==> config.mk <==
export PLATFORM = sky130hd
export DESIGN_NAME = synapse_bank
export DESIGN_NICKNAME = d
export VERILOG_FILES = /design/src/rtl/synapse_bank.sv
export SDC_FILE = /design/constraint.sdc
export NUM_CORES = 1
export LEC_CHECK = 0
export ABC_AREA = 1
export CORE_UTILIZATION = 50
export CTS_CLUSTER_SIZE = 28
export DETAILED_ROUTE_END_ITERATION = 16
export DONT_BUFFER_PORTS = 1
export GPL_TIMING_DRIVEN = 0
export SYNTH_ARGS = -nofsm -noshare
export SYNTH_HDL_FRONTEND = slang
export SYNTH_SLANG_ARGS = --single-unit
export TNS_END_PERCENT = 1
==> constraint.sdc <==
create_clock -name clk -period 19.3 [get_ports clk]
set_clock_uncertainty 0.2 [all_clocks]
set_input_delay 3.86 -clock clk [delete_from_list [all_inputs] [get_ports clk]]
set_output_delay 3.86 -clock clk [all_outputs]
set_load 0.1 [all_outputs]
==> src/rtl/synapse_bank.sv <==
// -----------------------------------------------------------------------------
// synapse_bank
//   Bank of N competitive-learning synapses feeding one postsynaptic neuron.
//   Each synapse starts from a random seed weight and becomes a candidate when
//   its presynaptic input fires. If the neuron fires during learning, it
//   commits to STORE1 (candidate) or STORE0 (idle). A burst on post_in freezes
//   a committed synapse (HOLD) until learning is released.
//
// Ports
//   clk          clock, all state changes on the rising edge
//   rst_n        asynchronous active-low reset
//   learn        learning enable
//   clear        synchronous clear of all learning state (priority below rst_n)
//   pre[N]       presynaptic spikes
//   rand_w[N]    random seed bit per synapse
//   post_in      postsynaptic spike (asynchronous, synchronised internally)
//   weight_up    pre & registered up request
//   weight_down  pre & registered down request
//   weight_sum   registered sum of weights of the active inputs
//   locked_cnt   registered count of synapses in STORE0/STORE1/HOLD0/HOLD1
// -----------------------------------------------------------------------------
module synapse_bank #(
   parameter  int N         = 8,
   parameter  int WW        = 4,
   parameter  int STEP      = 1,
   parameter  int POST_HOLD = 2,
   localparam int CW        = $clog2(N + 1),
   localparam int SW        = WW + CW
) (
   input  logic          clk,
   input  logic          rst_n,
   input  logic          learn,
   input  logic          clear,
   input  logic [N-1:0]  pre,
   input  logic [N-1:0]  rand_w,
   input  logic          post_in,
   output logic [N-1:0]  weight_up,
   output logic [N-1:0]  weight_down,
   output logic [SW-1:0] weight_sum,
   output logic [CW-1:0] locked_cnt
);

   localparam int PCW = $clog2(POST_HOLD + 1);

   typedef enum logic [2:0] {
      S_IDLE,
      S_CAND,
      S_STORE0,
      S_STORE1,
      S_HOLD0,
      S_HOLD1
   } syn_state_e;

   syn_state_e      state_q [N];
   logic [WW-1:0]   w_q     [N];
   logic [WW-1:0]   w_d     [N];
   logic [WW:0]     inc_w   [N];
   logic [N-1:0]    up_q, up_d;
   logic [N-1:0]    down_q, down_d;
   logic            post_s1_q, post_s2_q;
   logic [PCW-1:0]  pc_q;
   logic [SW-1:0]   sum_q, sum_d;
   logic [CW-1:0]   lock_q, lock_d;
   logic            burst;
   logic            learn_post;

   assign burst      = (pc_q == PCW'(POST_HOLD));
   assign learn_post = learn & post_s2_q;

   // Datapath values registered from the current state.
   always_comb begin
      // NOTE: every output of this block gets a default first, so no path can
      // leave one unassigned and infer a latch.
      up_d   = '0;
      down_d = '0;
      sum_d  = '0;
      lock_d = '0;
      for (int i = 0; i < N; i++) begin
         w_d[i]   = w_q[i];
         // One extra bit so an increment past WMAX is seen, not wrapped.
         inc_w[i] = {1'b0, w_q[i]} + (WW + 1)'(STEP);
         case (state_q[i])
            S_IDLE, S_CAND: begin
               up_d[i] = rand_w[i];
               w_d[i]  = rand_w[i] ? (WW'(1) << (WW - 1)) : '0;
            end
            S_STORE0: begin
               down_d[i] = 1'b1;
               w_d[i]    = (w_q[i] > WW'(STEP)) ? (w_q[i] - WW'(STEP)) : '0;
            end
            S_STORE1: begin
               up_d[i] = 1'b1;
               w_d[i]  = inc_w[i][WW] ? '1 : inc_w[i][WW-1:0];
            end
            default: ;
         endcase
         if (pre[i]) sum_d = sum_d + SW'(w_q[i]);
         if (state_q[i] inside {S_STORE0, S_STORE1, S_HOLD0, S_HOLD1})
            lock_d = lock_d + CW'(1);
      end
   end

   // NOTE: all sequential state uses non-blocking assignments so every
   // register samples pre-edge values, independent of statement order.
   always_ff @(posedge clk or negedge rst_n) begin
      if (!rst_n) begin
         post_s1_q <= 1'b0;
         post_s2_q <= 1'b0;
         pc_q      <= '0;
         up_q      <= '0;
         down_q    <= '0;
         sum_q     <= '0;
         lock_q    <= '0;
         // NOTE: the weight array is a handful of flops, not a RAM macro, and
         // its reset value is observable, so it is reset like any register.
         for (int i = 0; i < N; i++) begin
            state_q[i] <= S_IDLE;
            w_q[i]     <= '0;
         end
      end else if (clear) begin
         post_s1_q <= 1'b0;
         post_s2_q <= 1'b0;
         pc_q      <= '0;
         up_q      <= '0;
         down_q    <= '0;
         sum_q     <= '0;
         lock_q    <= '0;
         for (int i = 0; i < N; i++) begin
            state_q[i] <= S_IDLE;
            w_q[i]     <= '0;
         end
      end else begin
         post_s1_q <= post_in;
         post_s2_q <= post_s1_q;
         // Burst counter runs on raw post_in; any low cycle restarts it.
         if (!post_in)   pc_q <= '0;
         else if (!burst) pc_q <= pc_q + PCW'(1);
         up_q   <= up_d;
         down_q <= down_d;
         sum_q  <= sum_d;
         lock_q <= lock_d;
         for (int i = 0; i < N; i++) begin
            w_q[i] <= w_d[i];
            case (state_q[i])
               // Post wins over a simultaneous pre spike.
               S_IDLE:   if (learn_post)       state_q[i] <= S_STORE0;
                         else if (pre[i])      state_q[i] <= S_CAND;
               S_CAND:   if (learn_post)       state_q[i] <= S_STORE1;
                         else if (!learn)      state_q[i] <= S_IDLE;
               S_STORE0: if (learn && burst)   state_q[i] <= S_HOLD0;
               S_STORE1: if (learn && burst)   state_q[i] <= S_HOLD1;
               S_HOLD0:  if (!learn)           state_q[i] <= S_STORE0;
               S_HOLD1:  if (!learn)           state_q[i] <= S_STORE1;
               default:                        state_q[i] <= S_IDLE;
            endcase
         end
      end
   end

   assign weight_up   = pre & up_q;
   assign weight_down = pre & down_q;
   assign weight_sum  = sum_q;
   assign locked_cnt  = lock_q;

endmodule

==> results.yml <==
status:
  status: "complete, no violations"
final_layout:
  area_growth_syn_to_layout_pct: 6.94
  fillers: 1517
  nNetsFinal: 1205
  drive_above_1_share_pct: 6.29
  antenna_cells_inserted: 0
  stdcell_count: 1285
logic_synthesis:
  syn_nets: 1194
  synth-warning-count: 0
  yosysSeqAreaShare_pct: 28.2
  ys_ff_latch: 88
  synth.largest_area_cell: "dfrtp_1"
  netlist.area_leader.share_pct: 28.2
  syn_inst: 1082
  syn_area_per_cell_um2: 7.21
  synth-edff-count: 0
  synth_ff_type: "dfrtp_1"
  syn_area_um2: 7810
  yosysMostFrequentCell: "inv_1"
  ys_types: 50
  synth_common_cells: "179 x inv_1, 175 x nand2_1, 97 x nor2_1"
  synthArstFlopShare_pct: 100
  synth.area.top_cells: "dfrtp_1 28%, ha_1 13%, inv_1 8.6%"
sta:
  fmax_mhz: 98.3
  fin_crit_ns: 10.17
  hold_viol: 0
  finalSetupViolCount: 0
  max_slew_margin_pct: 40.4
  tightest_slew_ns: 0.882
  maxSlewViolCount: 0
  finalSetupTns_ns: 0
  grt_setup_unrepaired: "false"
  min_period_over_period_pct: 52.7
  timing.final.ws_setup_ns: 9.13
global_route:
  grt_max_degree: 89
  grt_pass1_wl_um: 32900
  antenna_found_initial: 0
  grtUsageTotal_pct: 26.1
  grt_overflow_total: 0
  grt_pass1_vias: 6577
worst_hold_path:
  hp-class: "reg -> reg"
clocking:
  cts_resized: 0
  clk_pin_slew_ns: 0.06
  cts_max_level: 3
  clkLatencyLatePin_ns: 0.35
  cts_tree: "yes"
  post_cts_buffers: 0
  holdBufCountCts: 0
  root_buffer: "clkbuf_16"
  cts.sinks: 88
  numCtsBuffers: 9
  cts.path.max_buffers: 2
place:
  hpwl_um: 14900
  dpl.cell_count: 1270
  post-place-ws_ns: 8.76
  io_buffer_count: 0
  routabilityCongestion: 0.862
worst_setup_path:
  cp.required_ns: 19.34
  worst-setup-path-type: "in -> reg"
  slowest_delay_ns: 0.52
  crit_arrival_ns: 10.21
  cp_top_family: "adder cells"
  critPathCaptureType: "flop"
  start_kind: "input port"
  cp_slowest_cell: "fa_1"
  cp_max_fo: 7
  path_common_cell: "inv_1"
  worst-path-buf-inv: 9
route:
  routed_via_density: 5.53
  antenna_left: 0
  dr_total_vias: 7108
  drt-initial-drc-count: 460
  firstDrtPassIters: 5
  drt-total-wl_um: 20000
  drt-wirelength-per-cell_um: 15.6
  drc: 0
floorplanning:
  die_w_um: 127
  rows: 45
  fp.coreArea_um2: 15200
  fp.dieH_um: 127
  num_io_pins: 49
  die_area_um2: 16100
  initial_core_util_pct: 51.3
flow_run:
  maxCapViolations: 0
power:
  powerDensity_nw_per_um2: 79.0
  leakagePower_uw: 0.00411
  ir_worst_vdd_mv: 0.0586
## report_power, final
part,leakage [uW],internal [uW],total (uW),switching (uW)
registers,0.00119,205,249,43.3
logic,0.00277,74.8,227,152
clock network,0.000154,110,184,74.3
total,0.00411,390,660,270
## cells by family (layout without fill, tap and decap cells)
family	after synthesis	in the layout	synth area share (%)
and+or+nand+nor	436	436	25.2
AOI/OAI and AO/OA	232	232	17.9
buffers and inverters	205	220	10.0
adders and majority gates	91	91	15.3
DFF	88	88	28.2
xor gates and xnor gates	30	30	3.37
## cell type report
cell class              instances  area, um^2  area share, %
clock buffers                  12         267           3.19
flip-flops and latches         88        2200           26.4
plain buffers                  17        76.3          0.914
inverters                     188         708           8.48
multi-input cells             789        4820           57.7
well taps                     188         235           2.82
clock inverters                 3        40.0          0.480
## worst register-to-register path, delay by kind of cell (launching register included)
| kind | cells | cell delay [ns] |
|---|---|---|
| fa+ha+maj | 8 | 3.44 |
| compound gates | 8 | 1.44 |
| simple gates | 6 | 0.91 |
| buf+inv | 9 | 0.62 |
| flops | 1 | 0.42 |
## final timing paths
check | from | to | slack (ns) | depth (start not counted)
min | state_q[6]$_DFFE_PN0P_ | down_q[5]$_DFF_PN0_ | 0.27 | 1
max | pre[0] | weight_sum[6]$_DFF_PN0_ | 9.13 | 31
max in group asynchronous | rst_n | w_q[27]$_DFFE_PN0P_ | 15.76 | 0
min in group asynchronous | rst_n | w_q[17]$_DFFE_PN0P_ | 2.99 | 0
min reg2reg | state_q[6]$_DFFE_PN0P_ | down_q[5]$_DFF_PN0_ | 0.27 | 1
max reg2reg | w_q[28]$_DFFE_PN0P_ | weight_sum[6]$_DFF_PN0_ | 12.19 | 31
## state kept, by name, indices dropped and copies added (netlist names)
signal      flops
down_q          8
locked_cnt      4
pc_q            2
post_s1_q       1
post_s2_q       1
state_q        24
up_q            8
w_q            32
weight_sum      8
## cell usage in the layout, fill, tap and decap left out, types with 3 or more instances in the layout
master       n
a21oi_1     44
a31oi_1     21
o21ai_1      6
nand2_2     12
buf_1        5
nor2_1      97
fa_1         7
inv_1      179
xor2_1      18
o211ai_1    11
o311ai_0     3
clkbuf_8     4
nor2_2       4
inv_2        7
clkbuf_1     9
nand4_1      9
ha_1        84
dfrtp_1     88
o31ai_1      5
clkbuf_16    9
nand3_1     84
nor3_1      33
nand2_4      5
xnor2_1     12
nand3_2      3
o21ai_2     11
o2111ai_1    5
o41ai_1      7
nand2_1    175
nor4_1       5
o22ai_1     10
a2111oi_0    4
o21ai_0     92
o21a_1       4
## layer usage
| layer | vias up | global-route usage [%] | wire [um] |
|---|---|---|---|
| met5 | - | 0 | 0 |
| met4 | 0 | 6.44 | 232 |
| met3 | 18 | 4.13 | 888 |
| met2 | 153 | 40.6 | 8750 |
| met1 | 3300 | 37.9 | 10100 |
| li1 | 3637 | - | - |
## per-stage QoR
stage | hold slack (ns) | power [uW] | instance area (um^2) | utilization [%]
finish | 0.266 | 660 | 8350 | 54.9
floorplan | 0.234 | 427 | 7810 | -
detailed placement | 0.254 | 474 | 8040 | 52.9
global route | 0.286 | 707 | 8350 | 54.9
CTS | 0.263 | 663 | 8350 | 54.9
global placement | 0.241 | 472 | 8040 | 52.9
No activity file was read; power rests on OpenSTA's default activity.
